## config.mk

```make
export PLATFORM = sky130hd
export DESIGN_NAME = fifo_wr_arbiter_flat
export DESIGN_NICKNAME = d
export VERILOG_FILES = /design/src/rtl/fifo_pkg.sv /design/src/rtl/fifo_wr_arbiter_if.sv /design/src/rtl/sync_2ff.sv /design/src/rtl/fifo_wr_arbiter.sv /design/src/flat_wrapper.sv
export SDC_FILE = /design/constraint.sdc
export NUM_CORES = 1
export LEC_CHECK = 0
export CORE_ASPECT_RATIO = 1.5
export CORE_MARGIN = 2
export CORE_UTILIZATION = 45
export DETAILED_ROUTE_END_ITERATION = 10
export PLACE_DENSITY = 0.78
export SYNTH_ARGS = -nofsm -noshare
export SYNTH_HDL_FRONTEND = slang
export SYNTH_SLANG_ARGS = --single-unit
```

## constraint.sdc

```tcl
create_clock -name w_Clk -period 4.7 [get_ports w_Clk]
set_input_delay 0.94 -clock w_Clk [delete_from_list [all_inputs] [get_ports w_Clk]]
set_output_delay 0.94 -clock w_Clk [all_outputs]
set_load 0.03 [all_outputs]
```

## src/rtl/fifo_pkg.sv

```systemverilog
// Shared helpers for the async FIFO pointer logic: Gray/binary conversion
// and the write-side full comparison. Values are carried zero-extended in a
// fixed-width word so that one function set serves every pointer width.
package fifo_pkg;

  localparam int unsigned FN_W = 32;

  typedef logic [FN_W-1:0] word_t;

  function automatic word_t bin2gray(input word_t b);
    return b ^ (b >> 1);
  endfunction

  // Prefix XOR from the MSB down; upper zero bits leave the result unaffected.
  function automatic word_t gray2bin(input word_t g);
    word_t b;
    b = g;
    for (int unsigned s = 1; s < FN_W; s = s << 1) begin
      b = b ^ (b >> s);
    end
    return b;
  endfunction

  // Full when the next write Gray pointer equals the synchronized read Gray
  // pointer with its two MSBs inverted.
  function automatic logic full_match(input word_t gray_next, input word_t rq2,
                                      input int unsigned addr_size);
    return gray_next == (rq2 ^ (word_t'(3) << (addr_size - 1)));
  endfunction

endpackage

```

## src/rtl/fifo_wr_arbiter_if.sv

```systemverilog
// Producer handshake and fifomem write-port bundle for the write-side
// controller. master = producers/fifomem side, slave = the arbiter.
interface fifo_wr_arbiter_if #(
  parameter int unsigned data_Size    = 8,
  parameter int unsigned address_Size = 3,
  parameter int unsigned N_Req        = 4
);

  logic [N_Req-1:0]           req;
  logic [N_Req*data_Size-1:0] req_Data;
  logic [N_Req-1:0]           grant;
  logic                       w_Enable;
  logic [address_Size-1:0]    w_Addr;
  logic [data_Size-1:0]       write_Data;

  modport master (
    output req, req_Data,
    input  grant, w_Enable, w_Addr, write_Data
  );

  modport slave (
    input  req, req_Data,
    output grant, w_Enable, w_Addr, write_Data
  );

endinterface

```

## src/rtl/sync_2ff.sv

```systemverilog
// Two-flop synchronizer for a Gray-coded pointer crossing clock domains.
module sync_2ff #(
  parameter int unsigned WIDTH = 4
) (
  input  logic             clk,
  input  logic             rst_n,
  input  logic [WIDTH-1:0] d,
  output logic [WIDTH-1:0] q
);

  logic [WIDTH-1:0] meta;

  // Two back-to-back capture stages, cleared asynchronously.
  always_ff @(posedge clk or negedge rst_n) begin
    if (!rst_n) begin
      meta <= '0;
      q    <= '0;
    end else begin
      meta <= d;
      q    <= meta;
    end
  end

endmodule

```

## src/rtl/fifo_wr_arbiter.sv

```systemverilog
// Write-side controller of the async FIFO: round-robin arbitration of the
// single fifomem write port between N_Req producers, binary/Gray write
// pointer, and registered full / almost-full flags derived from the
// synchronized read-domain Gray pointer.
module fifo_wr_arbiter
  import fifo_pkg::*;
#(
  parameter int unsigned data_Size    = 8,
  parameter int unsigned address_Size = 3,
  parameter int unsigned N_Req        = 4,
  parameter int unsigned AF_Thresh    = 6
) (
  input  logic                  w_Clk,
  input  logic                  w_Rst_n,
  fifo_wr_arbiter_if.slave      bus,
  input  logic [address_Size:0] rd_Ptr_Gray,
  output logic                  fifo_Full,
  output logic                  w_Almost_Full,
  output logic [address_Size:0] w_Ptr_Gray
);

  localparam int unsigned PW = address_Size + 1;
  localparam int unsigned IW = (N_Req > 1) ? $clog2(N_Req) : 1;

  logic [PW-1:0]        w_ptr_bin;
  logic [PW-1:0]        bin_next;
  logic [PW-1:0]        gray_next;
  logic [PW-1:0]        rq2;
  logic [PW-1:0]        occupancy;
  logic                 full_next;
  logic                 almost_next;
  logic [IW-1:0]        last_grant;
  logic [IW-1:0]        sel;
  logic [N_Req-1:0]     grant_c;
  logic [data_Size-1:0] data_c;
  logic                 found;
  logic                 w_en;
  int unsigned          idx;

  sync_2ff #(.WIDTH(PW)) u_rq_sync (
    .clk   (w_Clk),
    .rst_n (w_Rst_n),
    .d     (rd_Ptr_Gray),
    .q     (rq2)
  );

  // Round-robin search starting just after the last granted requester;
  // the first hit wins and later hits are ignored. Blocked while full.
  always_comb begin
    grant_c = '0;
    data_c  = '0;
    sel     = last_grant;
    found   = 1'b0;
    idx     = 0;
    if (!fifo_Full) begin
      for (int unsigned off = 1; off <= N_Req; off++) begin
        idx = (32'(last_grant) + off) % N_Req;
        if (!found && bus.req[idx]) begin
          found        = 1'b1;
          grant_c[idx] = 1'b1;
          sel          = IW'(idx);
          data_c       = bus.req_Data[idx*data_Size +: data_Size];
        end
      end
    end
  end

  assign w_en           = |grant_c;
  assign bus.grant      = grant_c;
  assign bus.w_Enable   = w_en;
  assign bus.w_Addr     = w_ptr_bin[address_Size-1:0];
  assign bus.write_Data = data_c;

  // Next-pointer and flag terms, computed on the post-write pointer.
  always_comb begin
    bin_next    = w_ptr_bin + PW'(w_en);
    gray_next   = PW'(bin2gray(word_t'(bin_next)));
    occupancy   = PW'(word_t'(bin_next) - gray2bin(word_t'(rq2)));
    almost_next = word_t'(occupancy) >= word_t'(AF_Thresh);
    full_next   = full_match(word_t'(gray_next), word_t'(rq2), address_Size);
  end

  // Binary and Gray write pointers advance together on each accepted word.
  always_ff @(posedge w_Clk or negedge w_Rst_n) begin
    if (!w_Rst_n) begin
      w_ptr_bin  <= '0;
      w_Ptr_Gray <= '0;
    end else begin
      w_ptr_bin  <= bin_next;
      w_Ptr_Gray <= gray_next;
    end
  end

  // Full and almost-full are re-evaluated every cycle so they clear once the
  // synchronized read pointer moves on.
  always_ff @(posedge w_Clk or negedge w_Rst_n) begin
    if (!w_Rst_n) begin
      fifo_Full     <= 1'b0;
      w_Almost_Full <= 1'b0;
    end else begin
      fifo_Full     <= full_next;
      w_Almost_Full <= almost_next;
    end
  end

  // Last-grant register; reset to N_Req-1 so requester 0 wins first.
  always_ff @(posedge w_Clk or negedge w_Rst_n) begin
    if (!w_Rst_n) begin
      last_grant <= IW'(N_Req - 1);
    end else if (w_en) begin
      last_grant <= sel;
    end
  end

endmodule

```

## src/flat_wrapper.sv

```systemverilog
// flat-port wrapper written by rule: the top's interface ports become plain ports
module fifo_wr_arbiter_flat import fifo_pkg::*;
#(
  parameter int unsigned data_Size    = 8,
  parameter int unsigned address_Size = 3,
  parameter int unsigned N_Req        = 4,
  parameter int unsigned AF_Thresh    = 6
)
  (w_Clk, w_Rst_n, rd_Ptr_Gray, fifo_Full, w_Almost_Full, w_Ptr_Gray, bus_req, bus_req_Data, bus_grant, bus_w_Enable, bus_w_Addr, bus_write_Data);
  fifo_wr_arbiter_if #(.data_Size(data_Size), .address_Size(address_Size), .N_Req(N_Req)) bus_i ();
  input  logic w_Clk;
  input  logic w_Rst_n;
  input  logic [address_Size:0] rd_Ptr_Gray;
  output logic fifo_Full;
  output logic w_Almost_Full;
  output logic [address_Size:0] w_Ptr_Gray;
  input wire logic [$bits(bus_i.req)-1:0] bus_req;
  input wire logic [$bits(bus_i.req_Data)-1:0] bus_req_Data;
  output wire logic [$bits(bus_i.grant)-1:0] bus_grant;
  output wire logic [$bits(bus_i.w_Enable)-1:0] bus_w_Enable;
  output wire logic [$bits(bus_i.w_Addr)-1:0] bus_w_Addr;
  output wire logic [$bits(bus_i.write_Data)-1:0] bus_write_Data;
  assign bus_i.req = bus_req;
  assign bus_i.req_Data = bus_req_Data;
  assign bus_grant = bus_i.grant;
  assign bus_w_Enable = bus_i.w_Enable;
  assign bus_w_Addr = bus_i.w_Addr;
  assign bus_write_Data = bus_i.write_Data;
  fifo_wr_arbiter #(.data_Size(data_Size), .address_Size(address_Size), .N_Req(N_Req), .AF_Thresh(AF_Thresh)) u_core (.w_Clk(w_Clk), .w_Rst_n(w_Rst_n), .bus(bus_i), .rd_Ptr_Gray(rd_Ptr_Gray), .fifo_Full(fifo_Full), .w_Almost_Full(w_Almost_Full), .w_Ptr_Gray(w_Ptr_Gray));
endmodule
```

# Word-level counts from Yosys, hierarchy flattened
# Cells that the tools add are included.
dict set report word_totals {
  word_cells 90
  out_inout_bits 22
  regBits 20
}
dict set report classes {
  n_reduce_logical 13
  magnitude_cmp 9
  bitwise_logic 11
  eq_ne 1
  n_addsub 6
  muxes 39
  shift 4
}
# op count
set op_table {}
lappend op_table {{32-bit by 6-bit indexed part select with 8-bit output} 4}
lappend op_table {{8-bit 2-to-1 mux} 5}
lappend op_table {{4-bit 2-to-1 mux} 8}
lappend op_table {{28-bit bitwise XOR (second input constant)} 1}
lappend op_table {{20-bit bitwise XOR} 1}
lappend op_table {{1-bit 2-to-1 mux} 14}
lappend op_table {{2-bit by 3-bit < comparator with 1-bit output (second input constant)} 4}
lappend op_table {{4-bit OR} 3}
lappend op_table {{1-bit binary-select mux with 2-bit select} 4}
lappend op_table {{1-bit demux with 2-bit select} 4}
lappend op_table {{2-bit by 1-bit greater-or-equal comparator with 1-bit output (second input constant)} 4}
lappend op_table {{2-bit 2-to-1 mux} 4}
lappend op_table {{4-bit by 3-bit bitwise XOR with 4-bit output} 2}
lappend op_table {{1-bit logical AND} 7}
lappend op_table {{2-bit by 1-bit adder with 2-bit output (second input constant)} 2}
lappend op_table {{2-bit adder (second input constant)} 2}
lappend op_table {{4-bit by 1-bit adder with 4-bit output} 1}
lappend op_table {{4-bit == test} 1}
lappend op_table {{4-bit by 3-bit greater-or-equal comparator with 1-bit output (second input constant)} 1}
lappend op_table {{4-bit nonzero test} 1}
lappend op_table {{4-bit OR reduction} 1}
lappend op_table {{4-bit subtractor} 1}
lappend op_table {{4-bit by 2-bit bitwise XOR with 4-bit output} 1}
lappend op_table {{4-bit bitwise XOR} 1}
lappend op_table {{other kinds (4)} 6}

# Longest topological paths before layout
# Gate-level depths: netlist (run 1).
dict set report logic_depth {
  depth_word 21
  mapped_depth 20
  depth_no_buf 17
}

# By module
# From an unflattened synthesis (run 1), not the netlist that was laid out.
dict set report unflattened {
  cells_unflattened 220
  area_unflattened_um2 2364.8
}
# mod cells_each area_each_um2 n_inst seq_area_each_um2
set by_module_without_submodules {}
lappend by_module_without_submodules {fifo_wr_arbiter 212 2164.6 1 277.8}
lappend by_module_without_submodules {sync_2ff 8 200.2 1 200.2}

# Worst setup path after synthesis (run 1)
# No wires, ideal clock.
dict set report synth_timing {
  path_type {register to register}
  startpoint {reg u_core.last_grant[1]}
  endpoint {reg u_core.w_Almost_Full}
  arrival_ns 5.181
  synth_period_minus_slack_ns 5.301
  n_path_buf 2
  stages_incl_launch_ff 19
  slack_ns -0.601
  setup_ns 0.120
  path_cell_list {dfstp_2 > clkbuf_1 > buf_1 > inv_1 > ha_1 > mux4_2 > nor4b_4 > nand3b_1 > a222oi_1 > and2_1 > nor2_1 > ha_1 > ha_1 > xor2_1 > ha_1 > a21oi_1 > xnor2_1 > xnor2_1 > nand2_1}
}
dict set report synth_via {
  elab_chain_cells 21
  word_cells_on_any_way 59
  classes_between {add/sub (6); order compare (9); mux (30); bitwise (3); reduce/logical (11)}
}
# element line_no
set synth_rtl {}
lappend synth_rtl {{from (decl)} fifo_wr_arbiter.sv:32} ;# logic [IW-1:0] last_grant;
lappend synth_rtl {{from (signal assigned)} fifo_wr_arbiter.sv:109} ;# last_grant <= IW'(N_Req - 1);
lappend synth_rtl {{from (signal assigned)} fifo_wr_arbiter.sv:111} ;# last_grant <= sel;
lappend synth_rtl {{parallel branches: the longest is 15 deep, another holds 2-bit by 3-bit < comparator with 1-bit output} -}
lappend synth_rtl {{4-bit 2-to-1 mux (*)} fifo_wr_arbiter.sv:58} ;# if (!found && bus.req[idx]) begin
lappend synth_rtl {{4-bit 2-to-1 mux (*)} fifo_wr_arbiter.sv:55} ;# if (!fifo_Full) begin
lappend synth_rtl {{4-bit OR reduction (*)} fifo_wr_arbiter.sv:68} ;# assign w_en = |grant_c;
lappend synth_rtl {{net bus_w_Enable} flat_wrapper.sv:20} ;# output wire logic [$bits(bus_i.w_Enable)-1:0] bus_w_Enable;
lappend synth_rtl {{4-bit by 1-bit adder with 4-bit output (*)} fifo_wr_arbiter.sv:76} ;# bin_next = w_ptr_bin + PW'(w_en);
lappend synth_rtl {{net u_core.bin_next[2]} fifo_wr_arbiter.sv:26} ;# logic [PW-1:0] bin_next;
lappend synth_rtl {{4-bit subtractor (*)} fifo_wr_arbiter.sv:78} ;# occupancy = PW'(word_t'(bin_next) - gray2bin(word_t'(rq2)));
lappend synth_rtl {{4-bit by 3-bit greater-or-equal comparator with 1-bit output (*)} fifo_wr_arbiter.sv:79} ;# almost_next = word_t'(occupancy) >= word_t'(AF_Thresh);
lappend synth_rtl {{net u_core.almost_next} fifo_wr_arbiter.sv:31} ;# logic almost_next;
lappend synth_rtl {{to (signal assigned)} fifo_wr_arbiter.sv:102} ;# w_Almost_Full <= almost_next;
lappend synth_rtl {{to (decl)} fifo_wr_arbiter.sv:18} ;# output logic w_Almost_Full,
# Mark *: on every way through the listed nets, which the timed path passes. The select of a mux whose other input is x is not followed.
# A chain may end at the register's enable or synchronous reset.

# Worst setup path after layout (run 1)
dict set report layout_timing {
  startpoint {in bus_req[1]}
  endpoint {reg u_core.w_Almost_Full}
}
dict set report layout_via {
  elab_chain_cells 20
  word_cells_on_any_way 35
  classes_between {add/sub (2); order compare (1); mux (22); bitwise (3); reduce/logical (7)}
}
# element line_no
set layout_rtl {}
lappend layout_rtl {{from (decl)} flat_wrapper.sv:17} ;# input wire logic [$bits(bus_i.req)-1:0] bus_req;
lappend layout_rtl {{1-bit binary-select mux with 2-bit select} fifo_wr_arbiter.sv:58}
lappend layout_rtl {{1-bit 2-to-1 mux (not written as such)} fifo_wr_arbiter.sv:58}
lappend layout_rtl {{1-bit 2-to-1 mux} fifo_wr_arbiter.sv:58}
lappend layout_rtl {{1-bit 2-to-1 mux} fifo_wr_arbiter.sv:55}
lappend layout_rtl {{1-bit zero test} fifo_wr_arbiter.sv:58}
lappend layout_rtl {{1-bit logical AND} fifo_wr_arbiter.sv:58}
lappend layout_rtl {{1-bit 2-to-1 mux} fifo_wr_arbiter.sv:58}
lappend layout_rtl {{1-bit 2-to-1 mux} fifo_wr_arbiter.sv:55}
lappend layout_rtl {{[6 not listed]} -}
lappend layout_rtl {{4-bit 2-to-1 mux (*)} fifo_wr_arbiter.sv:58}
lappend layout_rtl {{4-bit 2-to-1 mux (*)} fifo_wr_arbiter.sv:55}
lappend layout_rtl {{4-bit OR reduction (*)} fifo_wr_arbiter.sv:68}
lappend layout_rtl {{4-bit by 1-bit adder with 4-bit output (*)} fifo_wr_arbiter.sv:76}
lappend layout_rtl {{net u_core.bin_next[1]} fifo_wr_arbiter.sv:26}
lappend layout_rtl {{4-bit subtractor (*)} fifo_wr_arbiter.sv:78}
lappend layout_rtl {{4-bit by 3-bit greater-or-equal comparator with 1-bit output (*)} fifo_wr_arbiter.sv:79}
lappend layout_rtl {{net u_core.almost_next} fifo_wr_arbiter.sv:31}
# Mark *: on every way through the listed nets, which the timed path passes. The rest lies on a longest branch. The select of a mux whose other input is x is not followed.

==> flow_metrics.tcl, run 1 <==
set metrics [dict create \
    outcome "completed" \
    cts_tree "done" \
    cp-start-kind "primary input" \
    area_growth_pct 35.0 \
    min_to "u_core.u_rq_sync.q[0]" \
    start_util_pct 45.9 \
    ys_seq_elements 19 \
    drt_iter0_markers 179 \
    antenna_cells 0 \
    cts-root-buf "clkbuf_8" \
    fp-row-count 32 \
    syn_area_um2 2340 \
    ctsResizeCount 0 \
    vias 2226 \
    criticalPathCategory "primary input to flip-flop" \
    yosys-top-cells-area "mux4_2 27%, dfrtp_1 18%, ha_1 7.0%" \
    synth-seq-area-share_pct 20.5 \
    dr.pass1.iters 4 \
    hold_depth 0 \
    timing.rr.start "u_core.last_grant[0]" \
    grt_max_degree 32 \
    dieArea_um2 5790 \
    final_cell_mix "50 x clkdlybuf4s50_1, 32 x buf_4, 28 x mux4_2" \
    track_usage_pct 21.1 \
    num_io_pins 64 \
    required_ns 4.85 \
    wire_per_inst_um 16.7 \
    synthCells 226 \
    hold_violations 0 \
    grt_pass1_wl_mm 9.96 \
    hpwlAfterDp_mm 4.59 \
    min_from "u_core.u_rq_sync.meta[0]" \
    skew_ns 0.00238 \
    h-tree-depth 1 \
    via_per_inst 6.13 \
    place_ws_ns -0.00164 \
    ff2ff_path_depth 17 \
    r2r-end "u_core.w_Almost_Full" \
    ys_types 40 \
    fin_nets 352 \
    synthFlopType "dfrtp_1" \
    yosys_warnings 0 \
    slew_viol_final 0 \
    clock_sinks 19 \
    drive_above_1_share_pct 26.4 \
    worstPathArrival_ns 4.60 \
    yosysTopAreaCell "mux4_2" \
    cts_hold_buf 0 \
    syn_nets 282 \
    die_y_um 92.2 \
    timing.slew.headroom_pct 47.3 \
    hp-class "flip-flop to flip-flop" \
    core_um2 5080 \
    synth.top_cell.area_share_pct 27.0 \
    avgSynthCellArea_um2 10.3 \
    port_buffers 63 \
    fmax_ghz 0.225 \
    clock_path_buffers 2 \
    antenna_found_initial 0 \
    rsz0062_at_grt "false" \
    fill_cells 415 \
    worst_pin_slew_ns 0.788 \
    grt_overflow_total 0 \
    ant_nets 0 \
    maxCapViolCount 0 \
    drt_wl_total_mm 6.05 \
    crit_fanout 6 \
    clkLatencyLatePin_ns 0.25 \
    numCtsBuffers 3 \
    r2r_slack_ns 0.37 \
    whs_ns 0.354 \
    setup_viol 0 \
    worst_setup_path_end_kind "flip-flop" \
    grt_pass1_vias 2112 \
    synth_edf_count 0 \
    path_clk_slew_ns 0.07 \
    synthArstFlopShare_pct 100 \
    fin_ws_ns 0.248 \
    post-route-period-util_pct 94.7 \
    drc 0 \
    final_common_cell "clkdlybuf4s50_1" \
    die_x_um 62.8 \
    period_needed_ns 4.45 \
    gp_congestion 0.941 \
    postCtsSetupRepairBufs 0 \
]
## critical path, stage by stage
cell and delay (ns):
clkdlybuf4s50_1 0.52, mux4_2 0.56, a21oi_1 0.26, nand4_1 0.12
a222oi_1 0.39, and2_1 0.25, nor2_4 0.04, ha_1 0.22
ha_1 0.30, ha_1 0.29, a21o_1 0.18, a21oi_1 0.17
xnor2_1 0.15, xnor2_1 0.14, nand2_1 0.06
## area by class of cell
class / instances / area (um2) / share of cell area, %
Clock inverter: 1 / 5.00 / 0.159
Clock buffer: 3 / 41.3 / 1.31
Inverter: 6 / 22.5 / 0.714
Timing Repair Buffer: 83 / 761 / 24.1
Sequential cell: 19 / 478 / 15.2
Tap cell: 68 / 85.1 / 2.70
Multi-Input combinational cell: 183 / 1760 / 55.8
## worst max path at each step
| stage | start | end | slack (ns) |
|---|---|---|---|
| 2_1_floorplan | u_core.last_grant[1] | u_core.w_Almost_Full | 0.02 |
| 3_3_place_gp | bus_req[1] | u_core.w_Almost_Full | 0.1 |
| 3_5_place_dp | bus_req[1] | u_core.w_Almost_Full | -0.002 |
| 4_1_cts | bus_req[1] | u_core.w_Almost_Full | 0.26 |
| 5_1_grt | bus_req[3] | u_core.w_Almost_Full | 0.06 |
| 6_report | bus_req[1] | u_core.w_Almost_Full | 0.25 |
## metal layers
layer  global-route usage, %  vias up  part of all wire (%)
met3                    2.09       18                   4.9
met2                    38.0       89                    53
met4                    6.48        0                   2.9
met5                       0        -                     0
li1                        -     1022                     -
met1                    26.4     1097                    39
## cells in the mapped netlist, types with 4 or more instances
cell	number
a221o_1	4
dfrtp_1	17
mux2i_1	7
buf_2	6
o2111ai_1	4
nor2b_1	5
ha_1	13
xnor2_1	6
mux4_2	28
a21oi_1	20
o21ai_0	9
or2_2	4
a31oi_1	10
xor2_1	9
a32oi_1	4
nand2_1	24
nor2_1	6
mux2_2	4
clkbuf_1	8
nand3b_1	4
inv_1	6
## registers in the layout (all words and copies together), names as in the netlist
register,cells
u_core.u_rq_sync.meta,4
u_core.u_rq_sync.q,4
u_core.w_Ptr_Gray,4
u_core.w_ptr_bin,3
u_core.last_grant,2
u_core.fifo_Full,1
u_core.w_Almost_Full,1
## kinds of logic (layout without fill, tap and decap cells)
group                    count (synthesis)  in the layout  synth area share, %
adder cells (fa/ha/maj)                 14             14                 7.82
multiplexers                            39             39                 31.9
AND/OR/NAND/NOR                         51             51                 11.2
XOR/XNOR                                15             15                 5.62
buffers and inverters                   24             93                 4.82
AO/OA/AOI/OAI                           64             64                 18.2
flip-flops                              19             19                 20.5
## through the flow
step                      std cells  setup TNS (ns)  area, um2  utilization [%]
after global placement          359               0       3110             61.1
final                           363               0       3150             62.0
after CTS                       363               0       3150             62.0
after detailed placement        359        -0.00164       3110             61.1
after floorplan                 226               0       2360                -
after global routing            363               0       3150             62.0
Power of run 1 is not shown: default switching activity piles up to over one toggle a cycle in this logic, so the estimate is an artifact.
==> run 2: changes to the inputs <==
--- a/config.mk
+++ b/config.mk
@@ -5,11 +5,12 @@
 export SDC_FILE = /design/constraint.sdc
 export NUM_CORES = 1
 export LEC_CHECK = 0
-export CORE_ASPECT_RATIO = 1.5
 export CORE_MARGIN = 2
 export CORE_UTILIZATION = 45
+export CTS_CLUSTER_SIZE = 14
 export DETAILED_ROUTE_END_ITERATION = 10
 export PLACE_DENSITY = 0.78
+export SETUP_SLACK_MARGIN = 0.15
 export SYNTH_ARGS = -nofsm -noshare
 export SYNTH_HDL_FRONTEND = slang
 export SYNTH_SLANG_ARGS = --single-unit
==> flow_metrics.tcl, run 2 (synthesized netlist as in run 1, its figures left out) <==
set metrics [dict create \
    start_util_pct 46.3 \
    cp_cell_sequence "clkdlybuf4s50_1 > mux4_2 > a21oi_2 > nand4_1 > a222oi_1 > and2_4 > nor2_4 > ha_1 > ha_4 > ha_1 > a21o_1 > a21oi_2 > xnor2_1 > xnor2_1 > nand2_1" \
    fmax_ghz 0.227 \
    rsz0062_at_grt "false" \
    clock_sinks 19 \
    num_io_pins 64 \
    fin_area_um2 3230 \
    dr.pass1.iters 7 \
    drc 0 \
    placed_area_um2 3120 \
    min_from "u_core.u_rq_sync.meta[3]" \
    r2r_slack_ns 0.38 \
    fp-row-count 26 \
    ant_nets 0 \
    hold_violations 0 \
    final_cell_mix "48 x clkdlybuf4s50_1, 36 x buf_4, 28 x mux4_2" \
    antenna_found_initial 0 \
    fin_nets 357 \
    area_growth_pct 38.5 \
    r2r-end "u_core.w_Almost_Full" \
    post-route-period-util_pct 93.6 \
    h-tree-depth 1 \
    die_x_um 76.1 \
    ff2ff_path_depth 16 \
    tns_ns 0 \
    place_ws_ns 0.00338 \
    drt_iter0_markers 212 \
    port_buffers 63 \
    gp_congestion 0.851 \
    cts-root-buf "clkbuf_8" \
    antenna_cells 0 \
    fill_cells 426 \
    die_y_um 76.1 \
    track_usage_pct 20.1 \
    numCtsBuffers 3 \
    vias 2221 \
    period_needed_ns 4.40 \
    reg_top3 "u_core.u_rq_sync.meta: 4 flops, u_core.u_rq_sync.q: 4 flops, u_core.w_Ptr_Gray: 4 flops" \
    setup_viol 0 \
    cpMaxStageDelayCell "mux4_2" \
    crit_path_end "u_core.w_Almost_Full" \
    core_um2 5040 \
    drt_wl_total_mm 5.92 \
    dp_cells 362 \
    seqCellArea_um2 478 \
    crit_fanout 5 \
    worst_pin_slew_ns 0.788 \
    clock_path_buffers 2 \
    wire_per_inst_um 16.0 \
    outcome "completed" \
    cts_tree "done" \
    timing.rr.start "u_core.last_grant[0]" \
    grt_max_degree 33 \
    required_ns 4.85 \
    final_common_cell "clkdlybuf4s50_1" \
    grt_overflow_total 0 \
    hp-class "flip-flop to flip-flop" \
    worst_setup_path_end_kind "flip-flop" \
    multi_input_comb_area_um2 1800 \
    critPathMaxStageDelay_ns 0.59 \
    criticalPathCategory "primary input to flip-flop" \
    path_clk_slew_ns 0.07 \
    clkLatencyLatePin_ns 0.26 \
    maxCapViolCount 0 \
    worstPathArrival_ns 4.55 \
    dieArea_um2 5780 \
    slew_viol_final 0 \
    fin_ws_ns 0.299 \
    cp-start-kind "primary input" \
    grt_pass1_vias 2124 \
    drive_above_1_share_pct 29.7 \
    timing.slew.headroom_pct 47.3 \
    grt_pass1_wl_mm 9.83 \
    hpwlAfterDp_mm 4.33 \
    skew_ns 0.00460 \
    critPathLaunch "bus_req[1]" \
    fin_cells 370 \
    via_per_inst 6.00 \
]
-- run 2: cell count changes in the layout (fill, tap and decap cells not counted), sizes merged --
cell and delta:
buf +5, dlymetal6s2s +2, clkinv -1, clkinvlp +1
clkdlybuf4s50 -2
-- run 2: critical path: cells and delay by family --
family	cells	cell delay, ns
buf+inv	1	0.48
fa+ha+maj	3	0.73
mux	1	0.59
compound gates	4	1.07
xor+xnor	2	0.27
simple gates	4	0.45
-- run 2: how the worst min path moves through the flow --
stage / to / slack (ns) / depth (start not counted)
after detailed placement: u_core.u_rq_sync.q[3] / 0.33 / 0
after CTS: u_core.u_rq_sync.q[3] / 0.35 / 0
final: u_core.u_rq_sync.q[3] / 0.35 / 0
after global placement: u_core.u_rq_sync.q[3] / 0.33 / 0
after global routing: u_core.u_rq_sync.q[0] / 0.36 / 0
after floorplan: u_core.u_rq_sync.q[0] / 0.33 / 0
-- run 2: what timing repair did --
| action | in CTS | in global routing |
|---|---|---|
| setup endpoints to repair | 0 | 1 |
| buffers inserted | 0 | 4 |
| resized for setup | 0 | 10 |
| hold buffers | 0 | 0 |
-- run 2: through the flow --
step / hold slack [ns] / util (%)
after global routing: 0.363 / 64.1
after detailed placement: 0.335 / 61.8
after CTS: 0.352 / 62.8
after floorplan: 0.331 / -
after global placement: 0.333 / 61.8
final: 0.351 / 64.1
-- run 2: final cells by class --
cell class | instances | area share [%]
Sequential cell | 19 | 14.8
Tap cell | 70 | 2.71
Clock buffer | 3 | 1.28
Multi-Input combinational cell | 183 | 55.6
Timing Repair Buffer | 88 | 24.7
Clock inverter | 1 | 0.232
Inverter | 6 | 0.696
-- run 2: per-layer routing --
metal / global-route usage, % / routed length, um / vias up
met3: 3.55 / 363 / 6
met2: 32.2 / 2950 / 93
li1: - / - / 1032
met4: 4.18 / 48 / 0
met1: 29.0 / 2550 / 1090
met5: 0 / 0 / -
Power of run 2 is left out for the same reason.
==> run 3: changes to the inputs <==
--- a/config.mk
+++ b/config.mk
@@ -5,8 +5,9 @@
 export SDC_FILE = /design/constraint.sdc
 export NUM_CORES = 1
 export LEC_CHECK = 0
+export ABC_AREA = 1
 export CORE_MARGIN = 2
-export CORE_UTILIZATION = 45
+export CORE_UTILIZATION = 44
 export CTS_CLUSTER_SIZE = 14
 export DETAILED_ROUTE_END_ITERATION = 10
 export PLACE_DENSITY = 0.78
==> flow_metrics.tcl, run 3 <==
set metrics [dict create \
    netlist_top_cells_count "82 x nand2_1, 42 x o21ai_0, 22 x inv_1" \
    antenna_cells 0 \
    maxCapViolCount 0 \
    ys_seq_elements 19 \
    core_um2 4790 \
    worst_pin_slew_ns 0.784 \
    antenna_found_initial 0 \
    vias 2301 \
    setup_viol 0 \
    cp-start-kind "flip-flop" \
    grt_max_degree 57 \
    ff2ff_path_depth 18 \
    clock_sinks 19 \
    clock_path_buffers 2 \
    hp-class "flip-flop to flip-flop" \
    track_usage_pct 20.5 \
    cts-root-buf "clkbuf_8" \
    worst_setup_path_end_kind "output pin" \
    hold_violations 0 \
    ant_nets 0 \
    synthFlopType "dfrtp_1" \
    drt_wl_total_mm 5.57 \
    fill_cells 451 \
    fp-row-count 25 \
    dr.pass1.iters 5 \
    yosysMostFrequentCell "nand2_1" \
    area_growth_pct 32.7 \
    required_ns 3.76 \
    die_x_um 74.8 \
    gp_congestion 0.901 \
    synthCells 317 \
    wire_per_inst_um 12.7 \
    fin_area_um2 2920 \
    via_per_inst 5.24 \
    ys_types 30 \
    reg_top3 "u_core.u_rq_sync.meta: 4 flops, u_core.u_rq_sync.q: 4 flops, u_core.w_Ptr_Gray: 4 flops" \
    dieArea_um2 5590 \
    yosysTopAreaCell "dfrtp_1" \
    grt_pass1_vias 2078 \
    synth.top_cell.area_share_pct 19.3 \
    synth-seq-area-share_pct 21.7 \
    timing.slew.headroom_pct 47.6 \
    worstPathArrival_ns 3.39 \
    seqCellArea_um2 478 \
    post-route-period-util_pct 92.1 \
    hpwlAfterDp_mm 4.21 \
    crit_fanout 22 \
    clkLatencyLatePin_ns 0.26 \
    placed_area_um2 2850 \
    synthArstFlopShare_pct 100 \
    avgSynthCellArea_um2 6.95 \
    die_y_um 74.8 \
    h-tree-depth 1 \
    final_common_cell "nand2_1" \
    final_cell_mix "82 x nand2_1, 57 x clkdlybuf4s50_1, 42 x o21ai_0" \
    hold_depth 0 \
    grt_overflow_total 0 \
    yosys-top-cells-area "dfrtp_1 19%, nand2_1 14%, o21ai_0 9.5%" \
    period_needed_ns 4.33 \
    numCtsBuffers 3 \
    path_clk_slew_ns 0.07 \
    syn_nets 373 \
    rsz0062_at_grt "false" \
    multi_input_comb_area_um2 1540 \
    criticalPathCategory "flip-flop to output pin" \
    fin_nets 429 \
    syn_area_um2 2200 \
    cts_tree "done" \
    port_buffers 63 \
    drive_above_1_share_pct 10.5 \
    outcome "completed" \
    slew_viol_final 0 \
    start_util_pct 46.0 \
    yosys_warnings 0 \
    skew_ns 0.00423 \
    drc 0 \
    r2r_slack_ns 0.56 \
    synth_edf_count 0 \
    num_io_pins 64 \
    grt_pass1_wl_mm 9.16 \
    drt_iter0_markers 196 \
    tns_ns 0 \
    fmax_ghz 0.231 \
]
[run 3: cell count changes in the layout (fill, tap and decap cells not counted), moves of 16 or more]
cell     change
buf_4       -28
nand2_1     +58
mux4_2      -28
nand3_1     +16
inv_1       +16
o21ai_0     +33
[run 3: cell type report]
| class | instances | share of cell area, % |
|---|---|---|
| clock inverter | 1 | 0.171 |
| sequential | 19 | 16.4 |
| inverter | 26 | 3.51 |
| tap | 67 | 2.87 |
| multi-input combinational | 256 | 52.7 |
| clock buffer | 3 | 1.41 |
| timing repair buffer | 67 | 22.9 |
[run 3: per-stage QoR]
step | std cells | hold WS [ns] | worst slack, ns | utilization, %
finish | 439 | 0.347 | 0.370 | 61.1
global route | 439 | 0.364 | 0.165 | 61.1
CTS | 438 | 0.351 | 0.243 | 60.4
detailed placement | 434 | 0.336 | 0.215 | 59.5
global placement | 434 | 0.331 | 0.345 | 59.5
floorplan | 317 | 0.331 | 0.778 | -
[run 3: critical path, cell delays in order, from the launching register on]
cell             delay, ns
dfstp_2               0.53
inv_1                 0.13
ha_2                  0.50
inv_1                 0.09
buf_4                 0.21
nand2_1               0.10
nand2_2               0.09
nand3_2               0.13
clkinv_1              0.28
a211oi_1              0.37
nor3_1                0.08
clkdlybuf4s50_1       0.62
[run 3: final timing paths]
check,startpoint,end
worst min-delay path,u_core.u_rq_sync.meta[3],u_core.u_rq_sync.q[3]
max in group asynchronous,w_Rst_n,u_core.w_Almost_Full
worst min register to register,u_core.u_rq_sync.meta[3],u_core.u_rq_sync.q[3]
min in group asynchronous,w_Rst_n,u_core.u_rq_sync.q[3]
worst max register to register,u_core.last_grant[1],u_core.w_Almost_Full
worst max-delay path,u_core.last_grant[1],bus_write_Data[2]
[run 3: what timing repair did]
action	4_1_cts	5_1_grt
resized for setup	0	2
buffers inserted	0	1
endpoints found under the setup margin	0	8
hold buffers	0	0
[run 3: logic make-up after synthesis]
kind of cell | count (synthesis) | synth area share (%)
AOI/OAI and AO/OA | 74 | 20.9
xor gates and xnor gates | 13 | 5.17
adders and majority gates | 14 | 8.29
buffers and inverters | 42 | 8.80
DFF | 19 | 21.7
muxes | 18 | 8.18
and+or+nand+nor | 137 | 27.0
[run 3: layer usage]
layer	vias to the layer above	GRT usage, %	routed length (um)
li1	1179	-	-
met1	1046	26.5	2490
met2	71	37.1	2670
met3	5	1.61	360
met4	0	4.76	46
met5	-	0	0
Power of run 3 is left out for the same reason.
